===== src/rtl/ifetch_queue.sv =====
// ifetch_queue: instruction fetch/prefetch stage.
// Fetches 32-bit words over a req/ack handshake, splits each into two
// 16-bit parcels tagged with their PC and buffers them in a small FIFO
// feeding the decoder. A redirect flushes the queue and restarts fetch.
module ifetch_queue #(
   parameter int unsigned DEPTH    = 4,
   parameter logic [31:0] RESET_PC = 32'd0
) (
   input  logic        i_clk,
   input  logic        i_rst,
   output logic        o_mem_req,
   output logic [31:0] o_mem_addr,
   input  logic        i_mem_ack,
   input  logic [31:0] i_mem_data,
   input  logic        i_redirect,
   input  logic [31:0] i_redirect_pc,
   output logic        o_valid,
   output logic [15:0] o_ir,
   output logic [31:0] o_pc,
   input  logic        i_ready
);

   localparam int unsigned PW = $clog2(DEPTH);
   localparam int unsigned CW = PW + 1;

   typedef enum logic [1:0] {
      S_IDLE,
      S_REQ,
      S_DROP
   } state_t;

   state_t        r_state;
   logic [31:0]   r_fpc;
   logic [31:0]   r_mem_addr;
   logic          r_mem_req;
   logic [CW-1:0] r_count;
   logic [PW-1:0] r_rd;
   logic [PW-1:0] r_wr;
   logic [15:0]   r_ir [DEPTH];
   logic [31:0]   r_pc [DEPTH];

   logic [CW-1:0] w_need;
   logic [CW-1:0] w_free;
   logic [CW-1:0] w_npush;
   logic [PW-1:0] w_wr_hi;
   logic [31:0]   w_fetch_addr;
   logic [31:0]   w_redirect_pc;
   logic          w_pop;
   logic          w_ack;
   logic          w_push_lo;

   // A fetch starting at an odd halfword only yields the upper parcel,
   // so only one slot has to be free for it.
   assign w_need        = r_fpc[1] ? CW'(1) : CW'(2);
   assign w_free        = CW'(DEPTH) - r_count;
   assign w_fetch_addr  = r_fpc & 32'hFFFF_FFFC;
   assign w_redirect_pc = i_redirect_pc & 32'hFFFF_FFFE;

   // A redirect voids both the pop and the push of its cycle.
   assign w_pop     = (r_count != '0) && i_ready && !i_redirect;
   assign w_ack     = (r_state == S_REQ) && i_mem_ack && !i_redirect;
   assign w_push_lo = w_ack && !r_fpc[1];
   assign w_npush   = CW'(w_push_lo) + CW'(w_ack);
   assign w_wr_hi   = r_wr + PW'(w_push_lo);

   assign o_mem_req  = r_mem_req;
   assign o_mem_addr = r_mem_addr;
   assign o_valid    = (r_count != '0);
   assign o_ir       = r_ir[r_rd];
   assign o_pc       = r_pc[r_rd];

   // Fetch FSM, fetch pointer and FIFO pointers/occupancy.
   always_ff @(posedge i_clk) begin
      // NOTE: all sequential state uses non-blocking assignments so every
      // register samples the pre-edge values regardless of statement order.
      if (i_rst) begin
         r_state    <= S_IDLE;
         r_fpc      <= RESET_PC;
         r_count    <= '0;
         r_rd       <= '0;
         r_wr       <= '0;
         r_mem_req  <= 1'b0;
         r_mem_addr <= '0;
      end else if (i_redirect) begin
         r_fpc   <= w_redirect_pc;
         r_count <= '0;
         r_rd    <= '0;
         r_wr    <= '0;
         // An outstanding request cannot be withdrawn; if it has not been
         // acked yet, wait for its ack in DROP and discard the data.
         case (r_state)
            S_REQ, S_DROP: begin
               if (i_mem_ack) begin
                  r_state   <= S_IDLE;
                  r_mem_req <= 1'b0;
               end else begin
                  r_state <= S_DROP;
               end
            end
            default: ;
         endcase
      end else begin
         r_count <= r_count + w_npush - CW'(w_pop);
         r_rd    <= r_rd + PW'(w_pop);
         r_wr    <= r_wr + PW'(w_npush);
         case (r_state)
            S_IDLE: begin
               // Space is reserved here; later pops only add room, so the
               // push on ack can never overflow.
               if (w_free >= w_need) begin
                  r_state    <= S_REQ;
                  r_mem_req  <= 1'b1;
                  r_mem_addr <= w_fetch_addr;
               end
            end
            S_REQ: begin
               if (i_mem_ack) begin
                  r_state   <= S_IDLE;
                  r_mem_req <= 1'b0;
                  r_fpc     <= r_mem_addr + 32'd4;
               end
            end
            S_DROP: begin
               if (i_mem_ack) begin
                  r_state   <= S_IDLE;
                  r_mem_req <= 1'b0;
               end
            end
            default: r_state <= S_IDLE;
         endcase
      end
   end

   // Parcel storage: lower parcel (if wanted) then upper parcel on ack.
   always_ff @(posedge i_clk) begin
      if (i_rst) begin
         // NOTE: the storage is cleared on reset so the head outputs read
         // as zero afterwards; this costs a reset on every storage flop.
         for (int i = 0; i < int'(DEPTH); i++) begin
            r_ir[i] <= '0;
            r_pc[i] <= '0;
         end
      end else begin
         if (w_push_lo) begin
            r_ir[r_wr] <= i_mem_data[15:0];
            r_pc[r_wr] <= r_mem_addr;
         end
         if (w_ack) begin
            r_ir[w_wr_hi] <= i_mem_data[31:16];
            r_pc[w_wr_hi] <= r_mem_addr + 32'd2;
         end
      end
   end

endmodule


===== config.mk =====
export PLATFORM = sky130hd
export DESIGN_NAME = ifetch_queue
export DESIGN_NICKNAME = d
export VERILOG_FILES = /design/src/rtl/ifetch_queue.sv
export SDC_FILE = /design/constraint.sdc
export NUM_CORES = 1
export LEC_CHECK = 0
export BUFFER_PORTS_ARGS = -buffer_cell sky130_fd_sc_hd__buf_2
export CAP_MARGIN = 0
export CORE_UTILIZATION = 25
export CTS_BUF_LIST = sky130_fd_sc_hd__clkbuf_8
export DETAILED_ROUTE_END_ITERATION = 8
export RECOVER_POWER = 25
export SLEW_MARGIN = 0
export SYNTH_ARGS = -nofsm -noshare
export SYNTH_HDL_FRONTEND = slang
export SYNTH_SLANG_ARGS = --single-unit
export TNS_END_PERCENT = 100

===== constraint.sdc =====
create_clock -name i_clk -period 13.77 [get_ports i_clk]
set_input_delay 1.377 -clock i_clk [delete_from_list [all_inputs] [get_ports i_clk]]
set_output_delay 1.377 -clock i_clk [all_outputs]
set_load 0.01 [all_outputs]

---- Word-level counts from Yosys, hierarchy flattened ----
Memories as Yosys holds them, arrays and structs flattened. A register that Yosys moved wholly into a read port is not among the register bits.
Cells that the tools add are included.
word-level totals
  bits in registers ....................... 72
  memories ................................ 2
  word-level logic and storage cells ...... 86
  ROM bits ................................ 0
  output and inout bits ................... 82
  RAM bits ................................ 192
  input bits .............................. 69
  latch bits .............................. 0
memory list
  name  depth  bits a word  rd ports  clocked after memory_dff  write ports  line  text
  r_pc  4      32           1         1                         4            40    logic [31:0] r_pc [DEPTH];
  r_ir  4      16           1         1                         4            39    logic [15:0] r_ir [DEPTH];
operators by class
  shifts and indexed selects .............. 0
  divide/modulo/power cells ............... 0
  mux-type cells .......................... 37
  bitwise gates (word level) .............. 1
  reduce and logical (&&, ||, !) cells .... 23
  add/subtract/negate cells ............... 9
  order comparisons ....................... 1
  $mul .................................... 0
  eq/ne operators ......................... 5
operator list
  operator                                               count
  2-to-1 mux 32 bit                                      5
  OR reduction 32 bit                                    2
  adder 32 x 2 -> 32 bit, second input constant          1
  adder 32 x 3 -> 32 bit, second input constant          1
  2-to-1 mux 16 bit                                      2
  OR reduction 16 bit                                    2
  2-to-1 mux 2 bit                                       12
  2-to-1 mux 1 bit                                       16
  AND reduction 3 bit                                    3
  nonzero test 2 bit                                     3
  logical AND 1 bit                                      5
  adder 2 x 1 -> 2 bit                                   2
  case mux 2 bit (2 select lines)                        1
  AND reduction 2 bit                                    2
  OR reduction 2 bit                                     2
  adder 3 x 2 -> 3 bit                                   1
  greater-or-equal comparator 3 x 2 -> 1 bit             1
  inequality test 3 x 1 -> 1 bit, second input constant  1
  inequality test 3 bit, second input constant           1
  nonzero test 3 bit                                     1
  subtractor 3 x 1 -> 3 bit                              1
  subtractor 3 bit, first input constant                 1
  adder 1 x 1 -> 2 bit                                   1
  adder 2 bit                                            1
  other kinds (7)                                        8

---- Longest topological paths before layout ----
Gate-level depths: netlist of the first run.
  word-level depth ........................ 9
  gate-level depth with buffers ........... 10
  gate-level depth less buffers ........... 10

---- Worst setup path before layout of the first run ----
OpenSTA, ideal clock, no wires.
  path kind ............................... input to register
  from .................................... input i_redirect
  to ...................................... memory r_ir[3][0], enable pin
  path buffers ............................ 1
  required time ........................... 13,257 ps
  setup slack ............................. 8,248 ps
  library setup time ...................... 513 ps
  arrival ................................. 5,008 ps
  stages on the path ...................... 3
  cells stage by stage .................... clkbuf_1 > nand2b_1 > o21ai_0
RTL lines
  element             line  text
  start: declaration  15    input logic i_redirect,
  end: declaration    39

==> results of run 1 <==
-- registers in the layout (all words and copies together), names as in the netlist --
name	cells
r_state	2
r_pc	124
o_mem_req	1
o_mem_addr	30
r_wr	2
r_ir	64
r_rd	2
r_count	3
r_fpc	31
-- worst paths after layout --
kind	from	endpoint	slack, ps	cells past startpoint
setup reg to reg	r_wr[1]	r_ir[3][5]	8590	3
setup / recovery	i_redirect	r_ir[1][9]	6930	7
hold reg to reg	r_fpc[13]	o_mem_addr[13]	450	2
hold / removal	r_fpc[13]	o_mem_addr[13]	450	2
-- critical path, cell delays in order --
cell and delay [ps]:
buf_2 70, clkbuf_1 2210, nor2_1 480, nand2_1 870
clkbuf_1 1210, nor3_2 120, or2_4 590
-- power by group through the flow --
stage | Sequential, mW | Clock, mW | Combinational [mW]
floorplan | 0.896 | 0 | 0.0924
global placement | 0.903 | 0 | 0.152
detailed placement | 0.905 | 0 | 0.154
CTS | 0.889 | 0.714 | 0.155
global route | 0.893 | 0.740 | 0.165
finish | 0.889 | 0.688 | 0.150
-- layer usage --
metal  part of all wire, %  vias up  GRT usage (%)
li1                      -     3904              -
met1                    43     4201           18.4
met2                    47      311           22.9
met3                   7.5       65           3.57
met4                   2.7        6           5.21
met5                  0.12        -              0
-- through the flow --
step	instances	util (%)	power [mW]
global placement	1699	28.2	1.06
global route	1779	29.8	1.80
finish	1781	29.8	1.73
detailed placement	1699	28.2	1.06
floorplan	1008	-	0.989
CTS	1778	30.0	1.76
-- kinds of logic (layout without fill, tap and decap cells) --
group                    after synthesis  count (layout)  synth area share (%)
AO/OA/AOI/OAI                        169             169                  9.21
XOR/XNOR                              35              35                  2.52
adder cells (fa/ha/maj)               11              11                  1.19
buffers and inverters                102             257                  3.81
flip-flops                           259             259                  57.8
multiplexers                          48              48                  8.80
other                                  1               6                0.0309
AND/OR/NAND/NOR                      381             381                  16.6
-- final cells by class --
type	count	area share (%)
clock inverters	32	1.49
well taps	615	5.39
clock buffers	47	4.53
repair buffers	160	5.46
inverters	18	0.474
diodes	3	0.0526
multi-input cells	647	33.3
flip-flops and latches	259	49.3
-- cell usage after synthesis (3+ instances only) --
master | number | area [um^2]
clkbuf_1 | 46 | 173
ha_1 | 10 | 125
buf_4 | 9 | 67.6
xnor2_1 | 23 | 201
nand3_1 | 11 | 55.1
nor3_1 | 15 | 75.1
or3_1 | 3 | 18.8
nor3b_1 | 3 | 22.5
edfxtp_1 | 184 | 5530
o22ai_1 | 16 | 100
inv_1 | 18 | 67.6
and2_1 | 109 | 682
nor2_1 | 48 | 180
nor3_2 | 6 | 60.1
dfxtp_1 | 75 | 1500
nor2b_1 | 4 | 25.0
a21oi_1 | 61 | 305
nand2b_1 | 6 | 37.5
or2_2 | 7 | 43.8
buf_1 | 7 | 26.3
nand4_1 | 3 | 18.8
a22o_1 | 48 | 420
a221oi_1 | 5 | 43.8
xor2_1 | 12 | 105
o21ai_1 | 3 | 15.0
nor4_1 | 12 | 75.1
buf_6 | 3 | 33.8
mux4_2 | 47 | 1060
buf_2 | 17 | 85.1
and2_2 | 4 | 30.0
nand2_1 | 133 | 499
o21ai_0 | 22 | 110
==> out/results.ini, run 1 <==
[run_status]
status=finished with violations
violations=capacitance limit, slew limit

[clocking]
post_cts_resize_count=0
cts_sinks=259
post_cts_buffers=0
ctsHoldBuffers=0
htree_levels=2
clk_pin_slew_ps=60
cts_buffer_depth=3
root_buffer=clkbuf_8
cts_tree=yes
numCtsBuffers=43
clkLatencyLatePin_ps=570

[route]
firstDrtPassIters=5
via_count=8487
ant_nets=0
drc=0
finalWirelength_um=35400
dr.first_iter.drc_count=418
wire_per_inst_um=19.9
vias_per_cell=4.77

[timing]
fin_crit_ps=6840
fin_worst_skew_ps=27.0
slew_viol_final=212
fin_tns_setup_ps=0
finalSetupViolCount=0
whs_ps=451
fmax_mhz=146
final.period_utilization_pct=49.7
rsz0062_at_grt=false
timing.max_slew.rel_slack_pct=-114
hold_viol_final=0
setup_ws_ps=6930
worst_pin_slew_ps=3180

[global_route]
grt_pass1_vias=8492
grt_use_total_pct=14.2
antenna_found_initial=7
overflow=0
grt_start_max_net_pins=70
grt_pass1_wl_um=52800

[worst_setup_path]
critPathMaxFanout=69
crit_arrival_ps=7040
cp-start-kind=primary input
worstSetupPathType=in -> reg
worstPathRequired_ps=13960
end_kind=flip-flop

[final_layout]
nFillCells=4917
drive_gt1_share_pct=22.8
multi_input_area_mm2=0.00475
area_growth_pct=17.4
final_common_cell=edfxtp_1
layout_common_cells=184 x edfxtp_1, 133 x nand2_1, 115 x buf_2, 106 x and2_1, 73 x dfxtp_1
design_area_mm2=0.0143
layout.nets=1209
ff_latch_area_mm2=0.00703

[placement]
portBuffers=146
place_congestion=0.759
placed_area_mm2=0.0135
place_ws_ps=9210
post-dp-hpwl_um=21300

[yosys]
netlist_instances=1006
synth_edf_count=184
synth_cell_types=59
ys_seq_elements=259
syn_area_mm2=0.0122
synth-main-ff-cell=edfxtp_1
ys_seq_area_share_pct=57.8
async_flop_share_pct=0
yosysWarningCount=0
synth_area_per_cell_um2=12.1

[pwr]
pwr-share-seq_pct=51.5
switching_power_uw=437
p_per_area_mw_per_mm2=121
vdd_ir_drop_max_uv=42.4
clock_power_share_pct=39.9
power_leakage_nw=5.08
power_switching_share_pct=25.3
p_int_mw=1.29
combPwrFrac_pct=8.7

[die]
rows=80
core-area_mm2=0.0478
die-width_um=223
initial_core_util_pct=25.4
num_io_pins=151
dieArea_mm2=0.0495
die_y_um=223

[run]
cap_violations=6

[hold_path]
hold_class=reg -> reg

Note: power is estimated with default switching activity, not from simulation.
==> inputs of run 2 (changes only) <==
--- a/config.mk
+++ b/config.mk
@@ -5,6 +5,7 @@
 export SDC_FILE = /design/constraint.sdc
 export NUM_CORES = 1
 export LEC_CHECK = 0
+export ABC_AREA = 1
 export BUFFER_PORTS_ARGS = -buffer_cell sky130_fd_sc_hd__buf_2
 export CAP_MARGIN = 0
 export CORE_UTILIZATION = 25
==> constraint.sdc (replaced) <==
create_clock -name i_clk -period 5.68 [get_ports i_clk]
set_input_delay 0.568 -clock i_clk [delete_from_list [all_inputs] [get_ports i_clk]]
set_output_delay 0.568 -clock i_clk [all_outputs]
set_load 0.01 [all_outputs]
==> run 2 against run 1 <==
Net effect: the run still ends with capacitance limit, slew limit left; critical path type unchanged; non-clock buffer count up 2; highest routed layer is now met4; critical path depth up 2; synthesized area up 0.60%; final area down 0.31%; core utilization down 0.15 points; largest cell class unchanged; clock skew up 14 ps; power rose to 2.7 times the previous value; largest power group unchanged; combinational power rose to 4.6 times the previous value; flip-flop and latch count unchanged.
==> out/results.ini, run 2 <==
[timing]
setup_ws_ps=1600  ; was 6930 ps
finalSetupViolCount=0  ; unchanged
fin_tns_setup_ps=0  ; unchanged
worst_pin_slew_ps=1510  ; was 3180 ps
rsz0062_at_grt=false  ; unchanged
whs_ps=307  ; was 451 ps
hold_viol_final=0  ; unchanged
final.period_utilization_pct=71.9
fin_worst_skew_ps=40.8  ; was 27.0 ps
fmax_mhz=245
fin_crit_ps=4080
slew_viol_final=30  ; was 212
timing.max_slew.rel_slack_pct=-0.380  ; was -114%

[pwr]
combPwrFrac_pct=15.0  ; was 8.7%
p_per_area_mw_per_mm2=322  ; was 121 mW/mm^2
vdd_ir_drop_max_uv=200  ; was 42.4 uV
power_leakage_nw=5.39  ; was 5.08 nW
switching_power_mw=1.41  ; was 437 uW
p_int_mw=3.16  ; was 1.29 mW
clock_power_share_pct=34.8  ; was 39.9%
pwr-share-seq_pct=50.2  ; was 51.5%
report.power.total_mw=4.58  ; was 1.73 mW
power_switching_share_pct=30.9  ; was 25.3%

[route]
firstDrtPassIters=6  ; was 5
wire_per_inst_um=17.8  ; was 19.9 um
dr.first_iter.drc_count=888  ; was 418
vias_per_cell=4.82  ; was 4.77
via_count=10400  ; was 8,487
ant_nets=0  ; unchanged
drc=0  ; unchanged
finalWirelength_um=38300  ; was 35,400 um

[final_layout]
reg.largest.list=r_pc (124), r_ir (64), r_fpc (31)  ; unchanged
drive_gt1_share_pct=14.0  ; was 22.8%
top_register=r_pc  ; unchanged
layout.nets=1584  ; was 1,209
diodes=0  ; was 3
final_common_cell=nor2_1  ; was edfxtp_1
largest_register_ffs=124  ; unchanged
area_growth_pct=16.3  ; was 17.4%
layout_common_cells=241 x nor2_1, 221 x o21ai_0, 192 x nand2_1, 184 x edfxtp_1, 134 x inv_1  ; was 184 x edfxtp_1, 133 x nand2_1, 115 x buf_2, 106 x and2_1, 73 x dfxtp_1
nFillCells=5063  ; was 4,917

[yosys]
synth_edf_count=184  ; unchanged
yosysWarningCount=0  ; unchanged
synth_area_per_cell_um2=8.89  ; was 12.1 um^2
synth.largest_area_cell=edfxtp_1  ; unchanged
synth_area_leaders=edfxtp_1 45%, dfxtp_1 12%, o21ai_0 8.9%  ; was edfxtp_1 45%, dfxtp_1 12%, mux4_2 8.7%
ys_seq_elements=259  ; unchanged
synth_cell_types=41  ; was 59
syn_area_mm2=0.0122  ; about the same
async_flop_share_pct=0  ; unchanged
synth_top_area_share_pct=45.2  ; was 45.5%
netlist_instances=1376  ; was 1,006
post-synth-top-count-cell=nor2_1  ; was edfxtp_1
synth_common_cells=239 x nor2_1, 217 x o21ai_0, 193 x nand2_1  ; was 184 x edfxtp_1, 133 x nand2_1, 109 x and2_1
ys_seq_area_share_pct=57.5  ; was 57.8%
synth-main-ff-cell=edfxtp_1  ; unchanged

[worst_setup_path]
crit_path_frequent_cell=clkbuf_1  ; unchanged
cpPeakStageDelay_ps=1070  ; was 2210 ps
end_kind=flip-flop  ; unchanged
worstPathRequired_ps=6130  ; was 13,960 ps
crit_arrival_ps=4540  ; was 7040 ps
slowest_stage=clkbuf_1  ; unchanged
reg2reg_depth=12  ; was 3
cp-start-kind=primary input  ; unchanged
critPathMaxFanout=34  ; was 69
path_cells=clkbuf_1 -> inv_1 -> nand2_1 -> nor2_2 -> clkbuf_1 -> clkinv_1 -> clkbuf_1 -> o21ai_0 -> a21oi_1  ; was buf_2 -> clkbuf_1 -> nor2_1 -> nand2_1 -> clkbuf_1 -> nor3_2 -> or2_4
worstSetupPathType=in -> reg  ; unchanged

[global_route]
grt_start_max_net_pins=95  ; was 70
grt_use_total_pct=15.1  ; was 14.2%
grt_pass1_wl_um=57900  ; was 52,800 um
grt_pass1_vias=9721  ; was 8,492
overflow=0  ; unchanged
antenna_found_initial=0  ; was 7

[die]
dieArea_mm2=0.0498  ; was 0.0495 mm^2
die-width_um=223  ; about the same
initial_core_util_pct=25.5  ; was 25.4%
die_y_um=223  ; about the same
num_io_pins=151  ; unchanged
core-area_mm2=0.0479  ; was 0.0478 mm^2
rows=80  ; unchanged

[placement]
place_congestion=0.835  ; was 0.759
place_ws_ps=1770  ; was 9210 ps
portBuffers=146  ; unchanged
post-dp-hpwl_um=24500  ; was 21,300 um

[clocking]
post_cts_buffers=0  ; unchanged
cts_buffer_depth=3  ; unchanged
post_cts_resize_count=0  ; unchanged
clkLatencyLatePin_ps=570  ; about the same
root_buffer=clkbuf_8  ; unchanged
numCtsBuffers=44  ; was 43
clk_pin_slew_ps=60  ; about the same
htree_levels=2  ; unchanged
cts_tree=yes  ; unchanged
ctsHoldBuffers=0  ; unchanged
cts_sinks=259  ; unchanged

[run_status]
violations=capacitance limit, slew limit  ; unchanged
status=finished with violations  ; unchanged

[hold_path]
hold_class=in -> reg  ; was reg -> reg
whs_path_depth=5  ; was 2

[run]
cap_violations=1  ; was 6

-- run 2: changes by cell type in the layout (fill, tap and decap cells not counted), sizes merged, moves of 22 or more --
cell / change
nor2: +199
o21ai: +197
and2: -113
inv: +105
nand2: +67
nand3: +50
a22o: -47
mux4: -47
o22ai: +32
xnor2: -22
-- run 2: final cells by class --
cell class / count / area [um^2] / area share (%)
sequential: 259 / 7030 / 49.4
tap: 615 / 769 / 5.41
clock inverter: 33 / 166 / 1.17
inverter: 127 / 477 / 3.35
timing repair buffer: 162 / 802 / 5.64
clock buffer: 47 / 647 / 4.55
multi-input combinational: 910 / 4330 / 30.5
-- run 2: power by group through the flow --
stage	clock network, mW	logic, mW	registers (mW)
floorplan	0	0.384	2.32
global placement	0	0.708	2.33
detailed placement	0	0.717	2.33
CTS	1.63	0.720	2.29
global route	1.70	0.772	2.31
finish	1.59	0.688	2.30
-- run 2: final timing paths --
kind | from | to | slack [ps]
hold reg to reg | r_fpc[13] | o_mem_addr[13] | 450
hold / removal | i_redirect_pc[18] | r_fpc[18] | 310
setup reg to reg | r_count[0] | o_mem_addr[3] | 1960
setup / recovery | i_redirect | o_mem_addr[3] | 1600
-- run 2: cell families (layout without fill, tap and decap cells) --
family / after synthesis / after routing / synth area share (%)
buffers and inverters: 209 / 369 / 7.14
adder cells (fa/ha/maj): 11 / 11 / 1.19
AO/OA/AOI/OAI: 366 / 366 / 15.7
other: 1 / 3 / 0.0307
AND/OR/NAND/NOR: 521 / 521 / 17.7
XOR/XNOR: 9 / 9 / 0.798
flip-flops: 259 / 259 / 57.5
-- run 2: critical path: cells and delay by family --
family / cells / cell delay, ps
buffers and inverters: 5 / 3290
AO/OA/AOI/OAI: 2 / 340
AND/OR/NAND/NOR: 2 / 330
-- run 2: routing by layer --
metal | routed length [um] | track usage, % | part of all wire [%] | up-vias
li1 | - | - | - | 4925
met4 | 750 | 4.00 | 2.0 | 0
met2 | 17500 | 24.0 | 46 | 430
met5 | 0 | 0 | 0 | -
met1 | 16900 | 20.9 | 44 | 4961
met3 | 3090 | 3.06 | 8.1 | 61
-- run 2: stage by stage --
stage                     instance area [um^2]  utilization [%]  std cells
after detailed placement                 13500             28.1       2073
after global placement                   13500             28.1       2073
after floorplan                          12200                -       1378
final                                    14200             29.7       2153
after CTS                                14300             29.8       2153
after global routing                     14200             29.7       2153
==> inputs of run 3 (changes only) <==
--- a/config.mk
+++ b/config.mk
@@ -5,7 +5,7 @@
 export SDC_FILE = /design/constraint.sdc
 export NUM_CORES = 1
 export LEC_CHECK = 0
-export ABC_AREA = 1
+export ABC_AREA = 0
 export BUFFER_PORTS_ARGS = -buffer_cell sky130_fd_sc_hd__buf_2
 export CAP_MARGIN = 0
 export CORE_UTILIZATION = 25
==> constraint.sdc (replaced) <==
create_clock -name i_clk -period 3.8 [get_ports i_clk]
set_input_delay 0.38 -clock i_clk [delete_from_list [all_inputs] [get_ports i_clk]]
set_output_delay 0.38 -clock i_clk [all_outputs]
set_load 0.01 [all_outputs]
==> run 3 against run 2 <==
Net effect: combinational power is 20% lower; final area rose by 0.29%; sequential share of layout area decreased by 0.12 points; sequential power increased by 40%; global-route usage fell by 0.94 points; the run still ends with capacitance limit, slew limit left; critical path type is now reg -> reg.
==> out/results.ini, run 3 (synthesized netlist as in run 1, its figures left out) <==
[run_status]
status=finished with violations  ; unchanged
violations=capacitance limit, slew limit  ; unchanged

[worst_setup_path]
reg2reg_slack_ps=700  ; was 1960 ps
r2r_start=r_state[1]  ; was r_count[0]
path_cells=inv_1 -> ha_1 -> and2_0 -> nand2_1 -> nor3_2 -> or2_2 -> buf_4  ; was clkbuf_1 -> inv_1 -> nand2_1 -> nor2_2 -> clkbuf_1 -> clkinv_1 -> clkbuf_1 -> o21ai_0 -> a21oi_1
worstSetupPathType=reg -> reg  ; was in -> reg
end_kind=flip-flop  ; unchanged
reg2reg_depth=7  ; was 12
worstPathRequired_ps=4010  ; was 6130 ps
cp-start-kind=flip-flop  ; was primary input
r2r-end=r_pc[1][22]  ; was o_mem_addr[3]
cpPeakStageDelay_ps=640  ; was 1070 ps
slowest_stage=and2_0  ; was clkbuf_1
critPathMaxFanout=29  ; was 34
crit_arrival_ps=3310  ; was 4540 ps

[final_layout]
nFillCells=4893  ; was 5,063
reg.largest.list=r_pc (124), r_ir (64), r_fpc (31)  ; unchanged
drive_gt1_share_pct=23.9  ; was 14.0%
multi_input_area_mm2=0.00469  ; was 0.00433 mm^2
layout.nets=1225  ; was 1,584
area_growth_pct=17.3  ; was 16.3%
ff_latch_area_mm2=0.00703  ; about the same
final_common_cell=edfxtp_1  ; was nor2_1
top_register=r_pc  ; unchanged
layout_common_cells=184 x edfxtp_1, 133 x nand2_1, 114 x buf_2, 106 x and2_1, 73 x dfxtp_1  ; was 241 x nor2_1, 221 x o21ai_0, 192 x nand2_1, 184 x edfxtp_1, 134 x inv_1
largest_register_ffs=124  ; unchanged

[timing]
hold_viol_final=0  ; unchanged
finalSetupViolCount=0  ; unchanged
fin_crit_ps=3100
fin_worst_skew_ps=34.9  ; was 40.8 ps
final.period_utilization_pct=81.6
worst_pin_slew_ps=1770  ; was 1510 ps
whs_ps=87.5  ; was 307 ps
timing.max_slew.rel_slack_pct=-18.2  ; was -0.380%
rsz0062_at_grt=false  ; unchanged
fmax_mhz=323
fin_tns_setup_ps=0  ; unchanged
slew_viol_final=62  ; was 30

[die]
num_io_pins=151  ; unchanged
rows=80  ; unchanged
die-width_um=223  ; about the same
initial_core_util_pct=25.4  ; was 25.5%
dieArea_mm2=0.0495  ; was 0.0498 mm^2
core-area_mm2=0.0478  ; was 0.0479 mm^2
die_y_um=223  ; about the same

[pwr]
vdd_ir_drop_max_uv=164  ; was 200 uV
report.power.total_mw=6.05  ; was 4.58 mW
switching_power_mw=1.59  ; was 1.41 mW
power_leakage_nw=5.11  ; was 5.39 nW
clock_power_share_pct=37.8  ; was 34.8%
p_int_mw=4.46  ; was 3.16 mW
combPwrFrac_pct=9.0  ; was 15.0%
power_switching_share_pct=26.3  ; was 30.9%
p_per_area_mw_per_mm2=424  ; was 322 mW/mm^2
pwr-share-seq_pct=53.2  ; was 50.2%

[hold_path]
hold_class=in -> reg  ; unchanged
hold_end=r_fpc[3]  ; was r_fpc[18]
whs_path_depth=3  ; was 5
min_from=i_redirect_pc[3]  ; was i_redirect_pc[18]

[route]
dr.first_iter.drc_count=583  ; was 888
via_count=8500  ; was 10,400
ant_nets=0  ; unchanged
wire_per_inst_um=19.7  ; was 17.8 um
drc=0  ; unchanged
firstDrtPassIters=5  ; was 6
vias_per_cell=4.73  ; was 4.82
finalWirelength_um=35400  ; was 38,300 um

[global_route]
grt_use_total_pct=14.2  ; was 15.1%
overflow=0  ; unchanged
grt_start_max_net_pins=69  ; was 95
grt_pass1_vias=8488  ; was 9,721
grt_pass1_wl_um=53000  ; was 57,900 um
antenna_found_initial=7  ; was 0

[clocking]
post_cts_resize_count=0  ; unchanged
cts_sinks=259  ; unchanged
clk_pin_slew_ps=70  ; was 60 ps
htree_levels=2  ; unchanged
cts_buffer_depth=3  ; unchanged
numCtsBuffers=42  ; was 44
cts_tree=yes  ; unchanged
root_buffer=clkbuf_8  ; unchanged
post_cts_buffers=0  ; unchanged
ctsHoldBuffers=0  ; unchanged
clkLatencyLatePin_ps=580  ; was 570 ps

[placement]
post-dp-hpwl_um=22000  ; was 24,500 um
place_congestion=0.775  ; was 0.835
portBuffers=146  ; unchanged

[run]
cap_violations=2  ; was 1

run 3: cell types whose count changed in the layout (fill, tap and decap cells not counted), sizes merged, moves of 47 or more:
| cell | change |
|---|---|
| a22o | +47 |
| and2 | +113 |
| inv | -110 |
| mux4 | +47 |
| nand2 | -67 |
| nand3 | -50 |
| nor2 | -199 |
| o21ai | -197 |
run 3: worst max path at each step:
| stage | start | endpoint | slack, ps | cells after the start |
|---|---|---|---|---|
| 2_1_floorplan | r_wr[0] | r_ir[3][0] | 440 | 3 |
| 3_3_place_gp | r_state[1] | r_pc[1][22] | 1160 | 7 |
| 3_5_place_dp | r_state[1] | r_pc[1][26] | 1130 | 7 |
| 4_1_cts | r_rd[0] | o_ir[15] | 920 | 3 |
| 5_1_grt | r_state[1] | r_pc[1][22] | 490 | 7 |
| 6_report | r_state[1] | r_pc[1][22] | 700 | 7 |
run 3: power by group through the flow:
stage	sequential, mW	combinational, mW	clock [mW]
CTS	3.22	0.565	2.36
global placement	3.27	0.552	0
finish	3.22	0.548	2.29
floorplan	3.25	0.335	0
detailed placement	3.28	0.562	0
global route	3.23	0.600	2.48
run 3: area by class of cell:
type                    instances  area share [%]
well taps                     615            5.39
flip-flops and latches        259            49.3
clock inverters                34            1.25
repair buffers                177            6.48
inverters                      18           0.474
multi-input cells             647            32.9
diodes                          3          0.0526
clock buffers                  43            4.15
run 3: routing by layer:
layer | wire [um] | track usage, %
met5 | 36 | 0
met4 | 1050 | 5.70
met3 | 2370 | 3.36
met2 | 16900 | 23.4
met1 | 15100 | 17.8
run 3: metrics by stage:
step | instance area, um^2 | cells | util, % | setup WS [ps]
5_1_grt | 14300 | 1793 | 29.8 | 489
2_1_floorplan | 12200 | 1008 | - | 440
6_report | 14300 | 1796 | 29.8 | 700
4_1_cts | 14300 | 1793 | 30.0 | 925
3_3_place_gp | 13600 | 1716 | 28.3 | 1160
3_5_place_dp | 13600 | 1716 | 28.3 | 1130
run 3: critical path: cells and delay by family, from the launching register on:
kind | cells | cell delay [ps]
flops | 1 | 320
simple gates | 4 | 1700
buf+inv | 2 | 500
fa+ha+maj | 1 | 180
